`src/rtl/mips_cpu_bus_lsu_ctrl.sv`:
```
// Load/store unit bus controller: turns core data requests into one word-aligned
// bus transfer with lane enables, store replication and load extraction/extension.
module mips_cpu_bus_lsu_ctrl (
    input  logic        clk,
    input  logic        reset_n,
    input  logic        req_valid,
    output logic        req_ready,
    input  logic        req_write,
    input  logic [1:0]  req_size,
    input  logic        req_signed,
    input  logic [31:0] req_addr,
    input  logic [31:0] req_wdata,
    output logic        resp_valid,
    output logic [31:0] resp_rdata,
    output logic        resp_err,
    output logic [31:0] address,
    output logic        read,
    output logic        write,
    output logic [3:0]  byteenable,
    output logic [31:0] writedata,
    input  logic        waitrequest,
    input  logic [31:0] readdata
);
    typedef enum logic [1:0] {IDLE = 2'd0, BUS = 2'd1, RESP = 2'd2} state_t;

    state_t      state;
    logic        lat_write;
    logic        lat_signed;
    logic [1:0]  lat_size;
    logic [1:0]  lat_offset;

    logic        legal;
    logic [3:0]  be_next;
    logic [31:0] wdata_next;
    logic [7:0]  byte_sel;
    logic [15:0] half_sel;
    logic [31:0] load_ext;

    assign req_ready = (state == IDLE);

    // Legality, lane enables and lane replication come straight from the incoming request.
    always_comb begin
        legal      = 1'b0;
        be_next    = 4'b0000;
        wdata_next = 32'h0;
        case (req_size)
            2'b00: begin
                legal      = 1'b1;
                be_next    = 4'b0001 << req_addr[1:0];
                wdata_next = {4{req_wdata[7:0]}};
            end
            2'b01: begin
                legal      = ~req_addr[0];
                be_next    = req_addr[1] ? 4'b1100 : 4'b0011;
                wdata_next = {2{req_wdata[15:0]}};
            end
            2'b10: begin
                legal      = (req_addr[1:0] == 2'b00);
                be_next    = 4'b1111;
                wdata_next = req_wdata;
            end
            default: begin
                legal      = 1'b0;
            end
        endcase
    end

    always_comb begin
        byte_sel = readdata[7:0];
        case (lat_offset)
            2'd0:    byte_sel = readdata[7:0];
            2'd1:    byte_sel = readdata[15:8];
            2'd2:    byte_sel = readdata[23:16];
            default: byte_sel = readdata[31:24];
        endcase
        half_sel = lat_offset[1] ? readdata[31:16] : readdata[15:0];
        case (lat_size)
            2'b00:   load_ext = {{24{lat_signed & byte_sel[7]}}, byte_sel};
            2'b01:   load_ext = {{16{lat_signed & half_sel[15]}}, half_sel};
            default: load_ext = readdata;
        endcase
    end

    always_ff @(posedge clk) begin
        if (!reset_n) begin
            state      <= IDLE;
            read       <= 1'b0;
            write      <= 1'b0;
            address    <= 32'h0;
            byteenable <= 4'b0000;
            writedata  <= 32'h0;
            resp_valid <= 1'b0;
            resp_err   <= 1'b0;
            resp_rdata <= 32'h0;
            lat_write  <= 1'b0;
            lat_signed <= 1'b0;
            lat_size   <= 2'b00;
            lat_offset <= 2'b00;
        end else begin
            case (state)
                IDLE: begin
                    if (req_valid) begin
                        lat_write  <= req_write;
                        lat_signed <= req_signed;
                        lat_size   <= req_size;
                        lat_offset <= req_addr[1:0];
                        if (legal) begin
                            state      <= BUS;
                            read       <= ~req_write;
                            write      <= req_write;
                            address    <= {req_addr[31:2], 2'b00};
                            byteenable <= be_next;
                            writedata  <= wdata_next;
                        end else begin
                            // Illegal accesses never touch the bus.
                            state      <= RESP;
                            resp_valid <= 1'b1;
                            resp_err   <= 1'b1;
                            resp_rdata <= 32'h0;
                        end
                    end
                end
                BUS: begin
                    if (!waitrequest) begin
                        state      <= RESP;
                        read       <= 1'b0;
                        write      <= 1'b0;
                        resp_valid <= 1'b1;
                        resp_err   <= 1'b0;
                        resp_rdata <= lat_write ? 32'h0 : load_ext;
                    end
                end
                RESP: begin
                    state      <= IDLE;
                    resp_valid <= 1'b0;
                    resp_err   <= 1'b0;
                    resp_rdata <= 32'h0;
                end
                default: begin
                    state <= IDLE;
                end
            endcase
        end
    end
endmodule

```
`config.mk`:
```
export PLATFORM = sky130hd
export DESIGN_NAME = mips_cpu_bus_lsu_ctrl
export DESIGN_NICKNAME = d
export VERILOG_FILES = /design/src/rtl/mips_cpu_bus_lsu_ctrl.sv
export SDC_FILE = /design/constraint.sdc
export NUM_CORES = 1
export LEC_CHECK = 0
export ABC_AREA = 1
export CAP_MARGIN = 30
export CORE_AREA = 3 3 124 126
export DETAILED_ROUTE_END_ITERATION = 12
export DIE_AREA = 0 0 127 129
export PLACE_DENSITY_LB_ADDON = 0.12
export SLEW_MARGIN = 20
export SYNTH_ARGS = -nofsm -noshare
export SYNTH_HDL_FRONTEND = slang
export SYNTH_SLANG_ARGS = --single-unit
```
`constraint.sdc`:
```
create_clock -name clk -period 1.9 [get_ports clk]
set_input_delay 0.475 -clock clk [delete_from_list [all_inputs] [get_ports clk]]
set_output_delay 0.475 -clock clk [all_outputs]
set_load 0.01 [all_outputs]
```
# [After elaboration in Yosys (flattened, before gate mapping)]
# Index checks and enable logic that the tools add are counted.
# W data, S select, Z words.
[totals] ff_bits=110 input_bits=104 word_cells=69 out_inout_bits=105
[op_classes] bitwise=4 n_eq_ne=11 muxes=28 n_reduce_logical=12 shift=1
[op_table] operator="$pmux W32 S3" n=2
[op_table] operator="$mux W32" n=4
[op_table] operator="$pmux W32 S2" n=1
[op_table] operator="$pmux W8 S3" n=1
[op_table] operator="$mux W16" n=1
[op_table] operator="$pmux W4 S3" n=1
[op_table] operator="$logic_not A2 Y1" n=5
[op_table] operator="$pmux W1 S3" n=3
[op_table] operator="$eq A2 B1 Y1 const B" n=4
[op_table] operator="$mux W1" n=8
[op_table] operator="$reduce_and A4 Y1" n=2
[op_table] operator="$eq A2 B2 Y1 const B" n=3
[op_table] operator="$mux W2" n=3
[op_table] operator="$ne A2 B2 Y1 const B" n=3
[op_table] operator="$mux W4" n=1
[op_table] operator="$pmux W1 S2" n=2
[op_table] operator="$pmux W2 S2" n=1
[op_table] operator="$reduce_and A2 Y1" n=2
[op_table] operator="$shl A1 B2 Y4 const A" n=1
[op_table] operator="$reduce_and A3 Y1" n=1
[op_table] operator="$reduce_bool A3 Y1" n=1
[op_table] operator="$and A1 B1 Y1" n=2
[op_table] operator="$ne A2 B1 Y1 const B" n=1
[op_table] operator="$not A1 Y1" n=2
[op_table] operator="$reduce_bool A2 Y1" n=1

# [Logic depth before layout (Yosys ltp)]
[logic_depth] word_depth=7 depth_mapped=10 mapped_depth_nobuf=9

# [Worst setup path before layout]
# Ideal clock, no wire load.
[synth_timing] kind="reg-to-reg" from="reg state[0]" to="reg address[11]" path_slack_ps=235 setup_time_ps=113 n_path_buf=2 path_stages_with_launch=10 synth_period_minus_slack_ps=1665 arrival_ps=1552 required_ps=1787 path_cell_list="dfxtp_1 inv_1 ha_1 nand2_1 nor2_2 inv_2 buf_4 buf_6 nor2_1 nor2_1"
[synth_between] elab_chain_len=2
[synth_rtl] item="start, declared" line_no="26" source="state_t state;"
[synth_rtl] item="start signal, assigned" line_no="86" source="state <= IDLE;"
[synth_rtl] item="start signal, assigned" line_no="108" source="state <= BUS;"
[synth_rtl] item="start signal, assigned" line_no="116" source="state <= RESP;"
[synth_rtl] item="$logic_not A2 Y1"
[synth_rtl] item="net req_ready" line_no="7" source="output logic req_ready,"
[synth_rtl] item="$reduce_and A3 Y1 (no source line)"
[synth_rtl] item="end signal, assigned" line_no="111" source="address <= {req_addr[31:2], 2'b00};"
[synth_rtl] item="end, declared" line_no="16" source="output logic [31:0] address,"
# The timed path passes the listed nets, and every way through them passes these cells.
# A chain may end at the register's enable or synchronous reset.

# [Final worst setup path]
[layout_timing] from="reg state[0]" to="out req_ready"
[layout_between] elab_chain_len=1
[layout_rtl] item="$logic_not A2 Y1" line_no="39" source="assign req_ready = (state == IDLE);"
[layout_rtl] item="end, declared" line_no="7"
# No other way between the ends.

==> flow_metrics.tcl <==
set metrics [dict create \
    outcome "completed" \
    critical_path_buf_inv_count 2 \
    synth-edff-count 0 \
    whs_ps 462 \
    cell_internal_pwr_mw 4.08 \
    power.density_nw_per_um2 736 \
    required_ps 1420 \
    fillers 1427 \
    dieArea_sq_um 16400 \
    ys.flop_type "dfxtp_1" \
    ctsHoldBuffers 0 \
    cts.sinks 110 \
    hold_path_class "reg -> reg" \
    fin_crit_sh 0.956 \
    power_frac_clock 0.313 \
    p_leak_nw 3.20 \
    slowest_delay_ps 350 \
    worstPathCellList "inv_1 > ha_1 > dlygate4sd2_1" \
    finalSetupTns_ps 0 \
    vias 5377 \
    dr.pass1.iters 4 \
    syn-cell-area_sq_um 5030 \
    dpl-instance-area_sq_um 7510 \
    cts_root_buffer "clkbuf_16" \
    finalSetupViolCount 0 \
    cts_max_level 3 \
    cp_max_fo 4 \
    power_mw 5.74 \
    cts_tree "yes" \
    post-dp-hpwl_microns 12300 \
    overflow 0 \
    utilization 0.541 \
    ant_nets 0 \
    path_class "reg -> out" \
    r2r_start "state[1]" \
    post-route-drc-count 0 \
    yosysSeqAreaShare 0.438 \
    grt.total_usage 0.199 \
    grt_pass1_vias 5218 \
    ys_warn_count 0 \
    clk_path_buf_depth 2 \
    pwr-share-comb 0.247 \
    fmax_mhz 551 \
    fin_area_sq_um 7800 \
    first_iter_violations 314 \
    drt-total-wl_microns 16500 \
    yosysMostFrequentCell "nand2_1" \
    startpoint_type "flop" \
    avgSynthCellArea_sq_um 6.83 \
    clkTransAtPathRegs_ps 70 \
    drive_above_1_share 0.0884 \
    yosysTopAreaCell "dfxtp_1" \
    drv_cap 0 \
    fin_nets 1064 \
    slew_violations 0 \
    yosys-top-cells-area "dfxtp_1 44%, nand2_1 13%, nor2_1 10%" \
    seqPwrFrac 0.440 \
    final_hold_viol_count 0 \
    min-delay-start "writedata[2]" \
    via_per_inst 4.70 \
    p_sw_mw 1.67 \
    portBuffers 206 \
    wl_per_cell_microns 14.4 \
    antenna_found_initial 0 \
    initial_core_util 0.349 \
    ioPinCount 209 \
    area_delta_synth_final_pct 55.0 \
    antenna_cells 0 \
    yosysUniqueCellTypes 28 \
    ir_worst_vdd_mv 0.398 \
    syn_inst 737 \
    async_flop_share 0 \
    crit_arrival_ps 1340 \
    fin_skew_ps 5.29 \
    worstSkewPairLatency_ps 350 \
    ys_ff_latch 110 \
    core_sq_um 14400 \
    path_delay_family "buffers and inverters" \
    period_minus_slack_ps 1820 \
    cp-end-kind "output pin" \
    die_w_microns 127 \
    slowest_stage "dfxtp_2" \
    num_rows 44 \
    place_congestion 0.910 \
    yosysTopAreaCellShare 0.438 \
    chipHeight_microns 129 \
    switching_share 0.290 \
    synth_common_cells "174 x nand2_1, 135 x nor2_1, 110 x dfxtp_1" \
    crit_start "state[0]" \
    grt_start_max_net_pins 38 \
    grt_pass1_wl_microns 26400 \
    cts_buffers 9 \
]
cells by family after synthesis:
group / Yosys count / synth area share
AND/OR/NAND/NOR: 347 / 0.277
AO/OA/AOI/OAI: 176 / 0.181
flip-flops: 110 / 0.438
buffers and inverters: 99 / 0.0935
adder cells (fa/ha/maj): 4 / 0.00995
other: 1 / 0.000745
placed cells by master, fill, tap and decap left out, types with 2 or more instances in the layout:
cell and instances:
a21oi_1 72, a31oi_1 8, buf_12 9, buf_4 34, clkbuf_16 9, clkdlybuf4s50_1 205, clkinv_2 2, clkinvlp_4 2
conb_1 2, dfxtp_1 108, dfxtp_2 2, ha_1 4, inv_1 47, inv_2 10, nand2_1 174, nand3_1 23
nand3_2 2, nand3_4 2, nor2_1 134, nor2_2 3, o211ai_1 2, o21ai_0 36, o21ai_1 52, o31ai_1 2
or2_2 6
what timing repair did:
action                                 CTS  global route
setup buffers                            0             0
gates cloned                             0             0
endpoints found under the hold margin    0             0
gates resized for setup                  1             4
pin swaps                                0             1
setup endpoints to repair                1            30
sequential cells by signal, summed over array words and instances, names as in the netlist, 2 cells and up:
signal      cells
writedata      32
address        30
lat_offset      2
byteenable      4
lat_size        2
resp_rdata     32
state           2
tightest hold or removal path, stage by stage (launching register included):
cell,delay [ps]
dfxtp_1,310
nand2_1,60
a21oi_1,50
power groups by stage:
stage / combinational (mW) / sequential [mW] / clock (mW)
6_report: 1.42 / 2.53 / 1.80
5_1_grt: 1.57 / 2.55 / 1.94
4_1_cts: 1.43 / 2.53 / 1.86
3_5_place_dp: 1.42 / 2.58 / 0
3_3_place_gp: 1.42 / 2.58 / 0
2_1_floorplan: 0.636 / 2.62 / 0
through the flow:
step	std cells	setup slack (ps)
2_1_floorplan	738	235
3_3_place_gp	1129	-132
3_5_place_dp	1129	-202
4_1_cts	1145	10.2
5_1_grt	1145	-19.9
6_report	1145	84.1
final timing paths:
path               endpoint  slack, ps  cells past startpoint
min            writedata[2]        460                      2
max reg2reg  resp_rdata[29]        190                     10
min reg2reg    writedata[2]        460                      2
max               req_ready         80                      3
routing by layer:
metal  wire (microns)  part of all wire  GRT usage
met1             7030              0.43      0.246
met2             7750              0.47      0.331
met3             1420             0.086     0.0623
met4              260             0.016     0.0656
met5                0                 0          0
cell type report:
class	instances	area (sq um)	area share
multi-input cells	529	2380	0.305
clock buffers	11	243	0.0311
flip-flops and latches	110	2200	0.283
well taps	184	230	0.0295
inverters	57	214	0.0274
clock inverters	5	33.8	0.00433
repair buffers	249	2500	0.320
No activity file was read; power rests on OpenSTA's default activity.
